==> config.mk <==
export PLATFORM = sky130hd
export DESIGN_NAME = dac_spi_receiver
export DESIGN_NICKNAME = d
export VERILOG_FILES = /design/src/rtl/dac_spi_receiver.sv
export SDC_FILE = /design/constraint.sdc
export NUM_CORES = 1
export LEC_CHECK = 0
export BUFFER_PORTS_ARGS = -buffer_cell sky130_fd_sc_hd__buf_2
export CAP_MARGIN = 20
export CORE_UTILIZATION = 55
export DETAILED_ROUTE_END_ITERATION = 10
export MAX_ROUTING_LAYER = met4
export PLACE_DENSITY = 0.73
export SKIP_LAST_GASP = 1
export SLEW_MARGIN = 15
export SYNTH_ARGS = -nofsm -noshare
export SYNTH_HDL_FRONTEND = slang
export SYNTH_SLANG_ARGS = --single-unit
==> constraint.sdc <==
create_clock -name clk -period 6.8 [get_ports clk]
set_input_delay 1.02 -clock clk [delete_from_list [all_inputs] [get_ports clk]]
set_output_delay 1.02 -clock clk [all_outputs]
set_load 0.005 [all_outputs]
==> src/rtl/dac_spi_receiver.sv <==
// rtl/dac_spi_receiver.sv - receive-side model of the dual 12-bit galvo DAC serial link
//
// Purpose: deserialises 16-bit DAC command words from dac_csn/dac_sclk/dac_mosi,
// keeps per-channel input registers and copies them to the output registers
// while dac_latchn is low.
// Ports:
//   clk, reset           system clock, asynchronous active-high reset
//   dac_csn/sclk/mosi    serial frame select, clock, data (MSB first), async to clk
//   dac_latchn           output transfer, active low (level-sensitive)
//   out_a/out_b          12-bit output codes (zero while the channel is shut down)
//   active_a/active_b    channel not shut down (SHDN bit)
//   gain_a/gain_b        GA bit (1 = 1x)
//   word_valid/word_data good-frame pulse and last good word
//   frame_error          pulse for a frame whose bit count is not WORD_BITS
module dac_spi_receiver #(
  parameter int SYNC_STAGES = 2,
  parameter int WORD_BITS   = 16
) (
  input  logic        clk,
  input  logic        reset,
  input  logic        dac_csn,
  input  logic        dac_sclk,
  input  logic        dac_mosi,
  input  logic        dac_latchn,
  output logic [11:0] out_a,
  output logic [11:0] out_b,
  output logic        active_a,
  output logic        active_b,
  output logic        gain_a,
  output logic        gain_b,
  output logic        word_valid,
  output logic [15:0] word_data,
  output logic        frame_error
);

  localparam logic [4:0]  CNT_MAX  = 5'd17;
  localparam logic [4:0]  CNT_WORD = 5'(WORD_BITS);
  // Channel register layout: [13]=GA, [12]=SHDN, [11:0]=code
  localparam logic [13:0] CH_RST   = 14'h2000;

  // Synchronisers reset to idle line levels so reset release never looks like an edge
  logic [SYNC_STAGES-1:0] csn_sync_q, sclk_sync_q, mosi_sync_q, latchn_sync_q;
  logic                   csn_prev_q, sclk_prev_q;
  logic                   csn_s, sclk_s, mosi_s, latchn_s;
  logic                   csn_fall, csn_rise, sclk_rise;

  assign csn_s     = csn_sync_q[SYNC_STAGES-1];
  assign sclk_s    = sclk_sync_q[SYNC_STAGES-1];
  assign mosi_s    = mosi_sync_q[SYNC_STAGES-1];
  assign latchn_s  = latchn_sync_q[SYNC_STAGES-1];
  assign csn_fall  = csn_prev_q & ~csn_s;
  assign csn_rise  = ~csn_prev_q & csn_s;
  assign sclk_rise = sclk_s & ~sclk_prev_q;

  logic [15:0] shift_q, shift_d;
  logic [4:0]  cnt_q, cnt_d;

  always_comb begin
    shift_d = shift_q;
    cnt_d   = cnt_q;
    if (csn_fall) begin
      shift_d = '0;
      cnt_d   = '0;
    end else if (!csn_s && sclk_rise) begin
      shift_d = {shift_q[14:0], mosi_s};
      if (cnt_q != CNT_MAX) cnt_d = cnt_q + 5'd1;
    end
  end

  // Two staging registers between the csn rise and the commit give the fixed
  // SYNC_STAGES+2 latency from pin to word_valid; the word is snapshotted at
  // the rise so a quick following frame cannot disturb it.
  logic        ev1_q, good1_q, ev2_q, good2_q;
  logic [15:0] word1_q, word2_q;

  logic [13:0] in_a_q, in_b_q, in_a_d, in_b_d;
  logic [13:0] o_a_q, o_b_q, o_a_d, o_b_d;
  logic        commit, commit_a, commit_b;
  logic        word_valid_q, frame_error_q;
  logic [15:0] word_data_q;

  assign commit   = ev2_q & good2_q;
  assign commit_a = commit & ~word2_q[15];
  assign commit_b = commit & word2_q[15];

  // Outputs load from the next-state input registers so a latch coinciding
  // with a commit picks up the new word instead of the stale one.
  always_comb begin
    in_a_d = commit_a ? word2_q[13:0] : in_a_q;
    in_b_d = commit_b ? word2_q[13:0] : in_b_q;
    o_a_d  = latchn_s ? o_a_q : in_a_d;
    o_b_d  = latchn_s ? o_b_q : in_b_d;
  end

  always_ff @(posedge clk or posedge reset) begin
    if (reset) begin
      csn_sync_q    <= '1;
      sclk_sync_q   <= '0;
      mosi_sync_q   <= '0;
      latchn_sync_q <= '1;
      csn_prev_q    <= 1'b1;
      sclk_prev_q   <= 1'b0;
      shift_q       <= '0;
      cnt_q         <= '0;
      ev1_q         <= 1'b0;
      good1_q       <= 1'b0;
      word1_q       <= '0;
      ev2_q         <= 1'b0;
      good2_q       <= 1'b0;
      word2_q       <= '0;
      in_a_q        <= CH_RST;
      in_b_q        <= CH_RST;
      o_a_q         <= CH_RST;
      o_b_q         <= CH_RST;
      word_valid_q  <= 1'b0;
      frame_error_q <= 1'b0;
      word_data_q   <= '0;
    end else begin
      csn_sync_q    <= {csn_sync_q[SYNC_STAGES-2:0], dac_csn};
      sclk_sync_q   <= {sclk_sync_q[SYNC_STAGES-2:0], dac_sclk};
      mosi_sync_q   <= {mosi_sync_q[SYNC_STAGES-2:0], dac_mosi};
      latchn_sync_q <= {latchn_sync_q[SYNC_STAGES-2:0], dac_latchn};
      csn_prev_q    <= csn_s;
      sclk_prev_q   <= sclk_s;
      shift_q       <= shift_d;
      cnt_q         <= cnt_d;
      ev1_q         <= csn_rise;
      good1_q       <= (cnt_q == CNT_WORD);
      word1_q       <= shift_q;
      ev2_q         <= ev1_q;
      good2_q       <= good1_q;
      word2_q       <= word1_q;
      in_a_q        <= in_a_d;
      in_b_q        <= in_b_d;
      o_a_q         <= o_a_d;
      o_b_q         <= o_b_d;
      word_valid_q  <= commit;
      frame_error_q <= ev2_q & ~good2_q;
      if (commit) word_data_q <= word2_q;
    end
  end

  assign out_a       = o_a_q[12] ? o_a_q[11:0] : 12'h000;
  assign out_b       = o_b_q[12] ? o_b_q[11:0] : 12'h000;
  assign active_a    = o_a_q[12];
  assign active_b    = o_b_q[12];
  assign gain_a      = o_a_q[13];
  assign gain_b      = o_b_q[13];
  assign word_valid  = word_valid_q;
  assign word_data   = word_data_q;
  assign frame_error = frame_error_q;

endmodule

**Word-level counts from Yosys, hierarchy flattened**

Index checks and enable logic that the tools add are counted.

- Output and inout port bits: 46
- Word-level logic and storage cells: 50
- Input port bits: 6
- Bits in registers: 141

- Muxes and demuxes: 9
- Bitwise gates (word level): 12
- Equality and inequality tests: 2
- Add/sub/neg operators: 1
- Reductions and logical operators: 5

Operators by type and width:

| operator | count |
|---|---|
| 2-to-1 mux 16 bit | 2 |
| 2-to-1 mux 14 bit | 2 |
| 2-to-1 mux 12 bit | 2 |
| 2-to-1 mux 5 bit | 3 |
| AND 1 bit | 7 |
| adder 5 x 1 -> 5 bit (second input constant) | 1 |
| == test 5 bit (second input constant) | 1 |
| != test 5 bit (second input constant) | 1 |
| NOT 1 bit | 5 |
| nonzero test 2 bit | 2 |
| AND reduction 2 bit | 1 |
| logical AND 1 bit | 1 |
| zero test 1 bit | 1 |

**Logic depth before layout (Yosys ltp)**

Gate-level depths: netlist of the first run.

- Word-level depth: 5
- Gate-level depth with buffers: 5
- Depth with buffers taken out: 5

**Least setup slack after synthesis of the first run**

Ideal clock, no wire load.

- Kind: register to output
- From: reg o_a_q[12]
- To: out out_a[10]
- Slack: 5057 ps
- Arrival time: 723 ps
- Required time: 5780 ps
- Buffers on the path: 1
- Stages on the path, launching flop included: 3
- Path through: dfrtp_1 clkbuf_1 and2_1

- Word-level cells in the longest chain between the ends: 1

RTL lines:

| element | RTL line | text |
|---|---|---|
| start, declared | 77 | `logic [13:0] o_a_q, o_b_q, o_a_d, o_b_d;` |
| start signal, assigned | 113 | `o_a_q <= CH_RST;` |
| start signal, assigned | 135 | `o_a_q <= o_a_d;` |
| 2-to-1 mux 12 bit | 143 | `assign out_a = o_a_q[12] ? o_a_q[11:0] : 12'h000;` |
| end, declared | 25 | `output logic [11:0] out_a,` |

Every way passes these cells.

**Worst setup path in the final report of the first run**

- From: reg o_a_q[12]
- To: out out_a[4]

The elaborated chain is that of the path after synthesis.

==> results of run 1 <==
## layer usage
metal  GRT usage (%)  share of wire, %  up-vias
met5               -                 0        -
met4            8.96               1.6        0
met2            33.9                52       52
met1            25.2                44     1406
met3            6.59               3.2       14
li1                -                 -     1253
## logic make-up (layout without fill, tap and decap cells)
| group | Yosys count | count (layout) |
|---|---|---|
| buffers and inverters | 17 | 89 |
| AND/OR/NAND/NOR | 78 | 78 |
| flip-flops | 141 | 141 |
| adder cells (fa/ha/maj) | 3 | 3 |
| multiplexers | 71 | 71 |
| AO/OA/AOI/OAI | 25 | 25 |
## sequential cells by signal, summed over array words and instances, names as in the netlist, 14 cells and up
register   cells
in_b_q        14
in_a_q        14
shift_q       16
word1_q       16
word2_q       16
o_b_q         14
o_a_q         14
word_data     16
## cell usage in the layout, fill, tap and decap left out, types with 2 or more instances in the layout
cell type	n
o21ai_0	3
mux2_4	19
buf_2	51
bufinv_16	2
nand3_1	2
buf_4	2
dfstp_2	9
clkbuf_8	5
clkinvlp_4	2
clkbuf_16	16
or3_1	4
dfrtp_1	132
inv_1	3
ha_1	3
clkinv_2	2
nor2b_1	2
and2_1	24
clkbuf_1	2
nand2_1	36
clkinv_4	3
a21oi_1	19
mux2_2	52
## power by group through the flow
stage               sequential [mW]  clock [mW]  combinational [mW]
floorplan                     0.866           0              0.0262
global placement              0.871           0              0.0320
detailed placement            0.871           0              0.0324
CTS                           0.857       0.909              0.0327
global route                  0.857       0.944              0.0362
finish                        0.856       0.893              0.0309
## worst max-delay path: cells and delay by family, from the launching register on
| kind | cells | cell delay [ns] |
|---|---|---|
| buf+inv | 1 | 0.11 |
| flops | 1 | 0.66 |
| simple gates | 1 | 0.21 |
## cell type report
type,count,area [um2]
Sequential cell,141,3540
Inverter,4,20.0
Multi-Input combinational cell,177,1470
Timing Repair Buffer,53,270
Clock inverter,9,111
Clock buffer,23,477
Tap cell,108,135
Fill cell,607,2820
## metrics by stage
step           setup WS (ns)  hold WS [ns]  cells  util, %
2_1_floorplan           2.01         0.331    335        -
3_3_place_gp            4.28         0.332    483     61.5
3_5_place_dp            4.27         0.335    483     61.5
4_1_cts                 4.24         0.349    515     68.1
5_1_grt                 4.17         0.352    515     68.1
6_report                4.30         0.346    515     68.1
## worst paths after layout
path	cells after the start	start	endpoint	slack, ns
setup / recovery	2	o_a_q[12]	out_a[4]	4.30
hold / removal	0	word1_q[7]	word2_q[7]	0.35
setup reg to reg	3	ev2_q	o_b_q[9]	5.02
hold reg to reg	0	word1_q[7]	word2_q[7]	0.35
max in group asynchronous	3	reset	o_b_q[2]	4.90
min in group asynchronous	2	reset	sclk_sync_q[0]	0.58
==> results.md, run 1 <==
* Total grt overflow at 0
* CTS Buffer Depth at 2
* Global Route Usage Sum at between 20% and 30%
* Setup Skew at just over 0.008 ns
* Reg power frac at between 40% and 50%
* Yosys cell types at 29
* CTS Hold Bufs at 0
* Ratio of routed vias to standard cells at about 5.3
* Worst-path clk slew at around 0.06 ns
* Drt wl/cell at about 17 um
* Core area at about 8800 um2
* Post-Syn Instances at 335
* Num CTS Buffers at 17
* Level count of the clock H-tree at 4
* Internal power at between 1 and 1.5 mW
* Vias in the first global route at ~2900
* Tmin final at 2.50 ns
* ANT cells at 0
* Critical path class: reg -> out
* RePlAce Congestion at approximately 0.78
* Combinational share of power at 1.7%
* Io pins at 52
* Post-synthesis mux area share at between 10% and 20%
* Post-CTS Setup Inserts at 0
* Share of layout cells above drive strength 1 at just over 40%
* Final Cycle Share at approximately 37%
* Critical Path Fanout Max at 14
* Largest net degree at the start of global routing at 73
* Worst-Margin Slew at between 1 and 1.5 ns
* First-pass GRT wire length at 14500 um
* CP arrival at around 1.5 ns
* Synth Area in Compound Gates at 2.60%
* PwrDens at between 200 and 300 nW/um2
* Net load switching power at approximately 360 uW
* Worst path required time at 5.78 ns
* CTS tree: done
* Peak Freq at between 300 and 400 MHz
* Max incr delay on CP at ~0.66 ns
* Synth Flop Type: dfrtp_1
* Clk_lat worst skew at between 0.5 and 0.6 ns
* HPWL after DPL at roughly 5100 um
* Syn Nets at ~340
* Yosys top cell by area: dfrtp_1
* Final nets at approximately 400
* Core Rows at 34
* Final Hold Viols at 0
* Synth area leaders: dfrtp_1, mux2_2, mux2_4
* DRT Pass-1 Iters at 6
* Die Y-Extent at between 90 and 100 um
* Routed WL at ~8800 um
* Sink Count at about 140
* Port buffer count at slightly above 50
* Cts repair resizes at 0
* Switching part of the total at just over 20%
* Startpoint Class: register
* Synth async-reset ratio at 100%
* Setup_tns at 0 ns
* Die area at between 9000 and 10000 um2
* Synth Area in Simple Gates at 8.47%
* Drt drc at 0
* Clk pwr share at 50.2%
* Adder-cell share of the synthesized area at less than 1%
* Initial antenna violation count at 0
* Post-synth EDFFs at 0
* Sequential element share of the synthesized area at a little over two thirds
* Worst Hold Class: reg -> reg
* Tot Pwr at between 1.5 and 2 mW
* Leak at between 3 and 4 nW
* Commonest cells post-synth: dfrtp_1, mux2_2, nand2_1
* Xor and xnor area share after synthesis at 0%
* #FFs+latches synth at approximately 140
* Worst slew margin at roughly 33%
* Detailed Route Iter0 Violations at 140
* Design Area, Final at between 6000 and 7000 um2
* Synth-to-Final Area Change at 18.3%
* Vias at around 2700
* Post-synth top area share at between 60% and 70%
* Synth Warn # at 0
* Max-cap viol count at 0
* Post-synthesis average cell area at about 15 um2
* CP Capture Type: output port
* Unrepaired setup endpoints after global routing: no
* Die width at just under 100 um
* Clock root buffer: clkbuf_8
* Post-DRT Antenna Nets at 0
* Initial core utilization at roughly 58%
* Largest family of logic cells by synthesized area: multiplexers
* Slew Viols, Final at 0
* Count leader, synth: dfrtp_1
* CP Cell Sequence: and2_1 > buf_2
* Slowest-stage cell, CP: dfrtp_1
* Post-synthesis instance area at 5090 um2
* Dpl cell area at about 5400 um2
* # setup viols final at 0
* Status: complete, no violations
* Worst-case vdd ir drop at roughly 0.19 mV
Power figures use the tool's default switching activity.
==> inputs of run 2 (changes only) <==
--- a/config.mk
+++ b/config.mk
@@ -5,6 +5,7 @@
 export SDC_FILE = /design/constraint.sdc
 export NUM_CORES = 1
 export LEC_CHECK = 0
+export ABC_AREA = 1
 export BUFFER_PORTS_ARGS = -buffer_cell sky130_fd_sc_hd__buf_2
 export CAP_MARGIN = 20
 export CORE_UTILIZATION = 55
==> constraint.sdc (replaced) <==
create_clock -name clk -period 2.6 [get_ports clk]
set_input_delay 0.39 -clock clk [delete_from_list [all_inputs] [get_ports clk]]
set_output_delay 0.39 -clock clk [all_outputs]
set_load 0.005 [all_outputs]
==> run 2 against run 1 <==
  * Core utilization down 0.96 points
  * Power rose to 2.7 times the previous value
  * Via count grew 25%
==> results.md, run 2 <==
* Crit. Startpoint: o_a_q[12]
* HPWL after DPL at 6030 um
* Ratio of routed vias to standard cells at just under 5
* DRT Pass-1 Iters at 4
* Routed WL at roughly 9400 um
* Max-cap viol count at 0
* Num CTS Buffers at 17
* Worst path depth at 3
* Die area at slightly below 10000 um2
* FF-to-FF setup slack at roughly 0.85 ns
* Die Y-Extent at 99.0 um
* Final WS setup at about 0.78 ns
* # fillers at between 600 and 700
* Crit path capture: out_a[11]
* Worst-Margin Slew at 0.701 ns
* Global Route Usage Sum at between 20% and 30%
* Post-synthesis instance area at just over 5000 um2
* Peak Freq at approximately 550 MHz
* Synth area leaders: dfrtp_1, nand2_1, inv_1
* Syn Nets at slightly above 500
* Yosys top cell by area: dfrtp_1
* Commonest non-fill, non-tap cell in the layout: nand2_1
* Initial core utilization at roughly 56%
* FF-to-FF path depth at 7
* Largest family of logic cells by synthesized area: simple AND/OR/NAND/NOR gates
* Synth Area in Compound Gates at approximately 6.3%
* Core area at 9200 um2
* CTS tree: done
* Sink Count at about 140
* Synth-to-Final Area Change at 19.3%
* Io pins at 52
* Drt drc at 0
* Status: complete, no violations
* Dpl cell area at 5510 um2
* Max incr delay on CP at 0.62 ns
* Yosys cell types at 23
* CP arrival at 1.43 ns
* Initial antenna violation count at 0
* Total grt overflow at 0
* Post-CTS Setup Inserts at 0
* Synth Warn # at 0
* Drt wl/cell at between 10 and 15 um
* Post-synthesis average cell area at slightly above 10 um2
* Worst slew margin at a little over half
* Tmin final at 1.82 ns
* Startpoint Class: register
* CTS Hold Bufs at 5
* Place WS at ~0.9 ns
* Post-synthesis mux area share at 0%
* #FFs+latches synth at roughly 140
* Vias in the first global route at 3289
* Reg2reg start: good2_q
* Cts repair resizes at 0
* Unrepaired setup endpoints after global routing: no
* Synth Flop Type: dfrtp_1
* Setup_tns at 0 ns
* Level count of the clock H-tree at 4
* Placed cells at between 600 and 700
* Register area at 3540 um2
* Vias at 3395
* Post-Syn Instances at between 500 and 600
* CP Cell Sequence: nand2_1 > inv_1 > buf_2
* Count leader, synth: nand2_1
* Most frequent cells in the layout: nand2_1, dfrtp_1, inv_1, buf_2, o21ai_0
* Post-synth EDFFs at 0
* Share of layout cells above drive strength 1 at approximately 20%
* Critical Path Fanout Max at 14
* Detailed Route Iter0 Violations at approximately 120
* R2R Path End: o_b_q[9]
* Clk_lat worst skew at 0.52 ns
* # setup viols final at 0
* Xor and xnor area share after synthesis at less than 1%
* Largest net degree at the start of global routing at 66
* Buf+Inv Stages, Crit Path at 2
* Multi-input gate area at around 1300 um2
* Critical path class: reg -> out
* Die width at 99.0 um
* CP delay by family, top: flip-flops
* Final Cycle Share at between 70% and 80%
* Sequential element share of the synthesized area at 68.4%
* Worst path required time at roughly 2.2 ns
* Synth async-reset ratio at 100%
* CTS Buffer Depth at 2
* Final Hold Viols at 0
* Post-synth top area share at 63.8%
* Worst-path clk slew at approximately 0.06 ns
* Slowest-stage cell, CP: dfrtp_1
* Worst Hold Class: reg -> reg
* First-pass GRT wire length at 15800 um
* Commonest cells post-synth: nand2_1, dfrtp_1, inv_1
* CP Capture Type: output port
* Design Area, Final at 6170 um2
* Core Rows at 35
* Cell Count, Final, Fillers Out at between 600 and 700
* Worst-case vdd ir drop at around 0.47 mV
* Leak at approximately 3.5 nW
* Post-DRT Antenna Nets at 0
* RePlAce Congestion at a little under 0.8
* PwrDens at ~780 nW/um2
* Setup Skew at ~0.011 ns
* Adder-cell share of the synthesized area at 0.726%
* Final nets at 575
* Port buffer count at 51
* ANT cells at 0
* Synth Area in Simple Gates at roughly 17%
* Clock root buffer: clkbuf_8
* Slew Viols, Final at 0
run 2: worst min path at each step:
stage | endpoint | depth (start not counted) | start
after CTS | good2_q | 0 | good1_q
after floorplan | ev2_q | 0 | ev1_q
after global routing | word2_q[6] | 0 | word1_q[6]
after global placement | word2_q[13] | 0 | word1_q[13]
final | good2_q | 0 | good1_q
after detailed placement | ev2_q | 0 | ev1_q
run 2: final cells by class:
class                   count  share of cell area [%]
clock buffers              19                    6.83
clock inverters            13                    3.08
inverters                  68                    4.24
multi-input cells         278                    20.4
flip-flops and latches    141                    57.3
well taps                 111                    2.25
repair buffers             60                    5.84
run 2: cells by family after synthesis:
group / after synthesis
AO/OA/AOI/OAI: 58
buffers and inverters: 88
XOR/XNOR: 1
flip-flops: 141
adder cells (fa/ha/maj): 3
AND/OR/NAND/NOR: 216
run 2: routing by layer:
metal,vias to the layer above,wire [um],global-route usage (%)
li1,1674,-,-
met1,1635,4100,27.2
met2,75,4770,35.6
met3,11,414,6.67
met4,0,87,7.46
met5,-,0,-
run 2: power breakdown:
| group | leakage, nW | internal, mW | switching [mW] |
|---|---|---|---|
| clock | 0.297 | 1.56 | 0.890 |
| combinational | 1.29 | 0.0289 | 0.0863 |
| sequential | 1.92 | 2.22 | 0.0205 |
| total | 3.50 | 3.81 | 0.996 |
run 2: through the flow:
stage,hold slack (ns),power (mW),utilization [%]
3_5_place_dp,0.335,2.39,59.9
2_1_floorplan,0.331,2.35,-
3_3_place_gp,0.332,2.39,59.9
4_1_cts,0.341,4.86,67.1
6_report,0.339,4.81,67.1
5_1_grt,0.348,4.98,67.1
==> inputs of run 3 (changes only) <==
==> constraint.sdc (replaced) <==
create_clock -name clk -period 1.7 [get_ports clk]
set_input_delay 0.255 -clock clk [delete_from_list [all_inputs] [get_ports clk]]
set_output_delay 0.255 -clock clk [all_outputs]
set_load 0.005 [all_outputs]
==> run 3 against run 2 <==
  * Clock power rose by 49%
  * Worst setup slack got worse by 0.62 ns
  * Via count rose by 0.71%
  * Power rose by 51%
  * Combinational power rose by 60%
  * Sequential share of layout area fell by 0.27 points
  * Register-to-register slack got worse by 0.61 ns
  * Count of clock-buffer cells in the layout rose by 1
  * Cell count rose by 0.87%
  * Largest cell class unchanged
==> results.md, run 3 (synthesis results as in run 2) <==
* Register area at around 3500 um2
* Initial antenna violation count at 0
* Worst-Margin Slew at between 0.6 and 0.7 ns
* Final WS setup at roughly 0.16 ns
* Largest net degree at the start of global routing at 70
* Worst-case vdd ir drop at approximately 0.85 mV
* Die Y-Extent at a little under 100 um
* Routed WL at roughly 9200 um
* Leak at around 3.5 nW
* Total grt overflow at 0
* CP Cell Sequence: nand2_1 > inv_1 > buf_2
* Io pins at 52
* Worst-path clk slew at around 0.06 ns
* Worst slew margin at 57.5%
* Die area at between 9000 and 10000 um2
* FF-to-FF path depth at 7
* FF-to-FF setup slack at between 0.2 and 0.25 ns
* First-pass GRT wire length at between 15000 and 20000 um
* RePlAce Congestion at 0.756
* Core Rows at 35
* Setup_tns at 0 ns
* Die width at between 90 and 100 um
* Detailed Route Iter0 Violations at roughly 170
* Vias in the first global route at roughly 3200
* # setup viols final at 0
* Final nets at about 580
* Cell Count, Final, Fillers Out at 696
* Max incr delay on CP at between 0.5 and 0.6 ns
* Vias at ~3400
* Critical path class: reg -> out
* Ratio of routed vias to standard cells at roughly 5
* Final Hold Viols at 0
* Placed cells at between 600 and 700
* PwrDens at 1170 nW/um2
* Drt wl/cell at 13.2 um
* Num CTS Buffers at 17
* Reg2reg start: csn_sync_q[1]
* Max-cap viol count at 0
* Hold WS at approximately 0.29 ns
* Final Cycle Share at between 90% and 100%
* Critical Path Fanout Max at 14
* Drt drc at 0
* Share of layout cells above drive strength 1 at 21.5%
* Setup Skew at approximately 0.016 ns
* Startpoint Class: register
* Sink Count at around 140
* ANT cells at 0
* Worst path required time at roughly 1.4 ns
* Most frequent cells in the layout: nand2_1, dfrtp_1, inv_1, buf_2, o21ai_0
* CTS Buffer Depth at 2
* Place WS at 0.260 ns
* Unrepaired setup endpoints after global routing: no
* HPWL after DPL at slightly above 6000 um
* Tot Pwr at between 7 and 8 mW
* Post-DRT Antenna Nets at 0
* DRT Pass-1 Iters at 5
* Multi-input gate area at between 1000 and 1500 um2
* Clk_lat worst skew at between 0.5 and 0.6 ns
* Core area at 9200 um2
* Level count of the clock H-tree at 4
* Status: complete, no violations
* CP arrival at between 1 and 1.5 ns
* Tmin final at about 1.5 ns
* Post-CTS Setup Inserts at 0
* R2R Path End: shift_q[11]
* Peak Freq at roughly 650 MHz
* Slowest-stage cell, CP: dfrtp_2
* Commonest non-fill, non-tap cell in the layout: nand2_1
* CTS tree: done
* Slew Viols, Final at 0
* Worst Hold Class: in -> async
* Global Route Usage Sum at roughly 22%
* Clock root buffer: clkbuf_8
* Synth-to-Final Area Change at 20.0%
* Port buffer count at just over 50
* CP Capture Type: output port
* Initial core utilization at 56.3%
* # fillers at around 700
-- run 3: cell types whose count changed in the layout (fill, tap and decap cells not counted) --
cell	previous run	this run
clkbuf_8	1	2
clkinvlp_4	2	3
dfrtp_2	0	2
dfrtp_1	132	130
clkinv_2	2	1
bufinv_16	4	3
buf_4	2	8
-- run 3: stage by stage --
step / area [um2] / utilization, %
after floorplan: 5180 / -
final: 6210 / 67.5
after global placement: 5560 / 60.4
after CTS: 6210 / 67.5
after detailed placement: 5560 / 60.4
after global routing: 6210 / 67.5
-- run 3: how the worst max path moves through the flow --
| stage | startpoint | end | slack (ns) | cells after the start |
|---|---|---|---|---|
| 5_1_grt | o_a_q[12] | out_a[2] | 0.06 | 3 |
| 4_1_cts | o_b_q[12] | out_b[0] | 0.04 | 3 |
| 2_1_floorplan | reset | cnt_q[0] | -0.31 | 1 |
| 3_3_place_gp | csn_sync_q[1] | cnt_q[4] | 0.34 | 7 |
| 3_5_place_dp | csn_sync_q[1] | shift_q[13] | 0.26 | 7 |
| 6_report | o_a_q[12] | out_a[2] | 0.16 | 3 |
-- run 3: critical path, delay by kind of cell (launching register included) --
kind	cells	cell delay, ns
flops	1	0.51
buf+inv	2	0.16
simple gates	1	0.10
-- run 3: repair_timing --
| action | in CTS | in global routing |
|---|---|---|
| gates resized for setup | 1 | 1 |
| hold buffers | 5 | 0 |
| endpoints found under the setup margin | 1 | 12 |
| hold endpoints to repair | 19 | 0 |
-- run 3: layout make-up --
type / instances / share of cell area [%]
clock buffer: 20 / 7.01
inverter: 68 / 4.21
tap: 111 / 2.24
timing repair buffer: 66 / 6.53
clock inverter: 12 / 2.62
multi-input combinational: 278 / 20.3
sequential: 141 / 57.1
-- run 3: power breakdown --
part	switching, mW	leakage (nW)	internal (mW)
logic	0.136	1.31	0.0480
clock network	1.35	0.286	2.29
registers	0.0275	1.92	3.40
total	1.51	3.52	5.73
-- run 3: per-layer routing --
layer | vias up | routed length (um) | track usage (%)
li1 | 1684 | - | -
met4 | 0 | 65 | 7.58
met1 | 1660 | 4180 | 27.6
met2 | 68 | 4640 | 33.9
met3 | 7 | 323 | 8.23
met5 | - | 0 | -
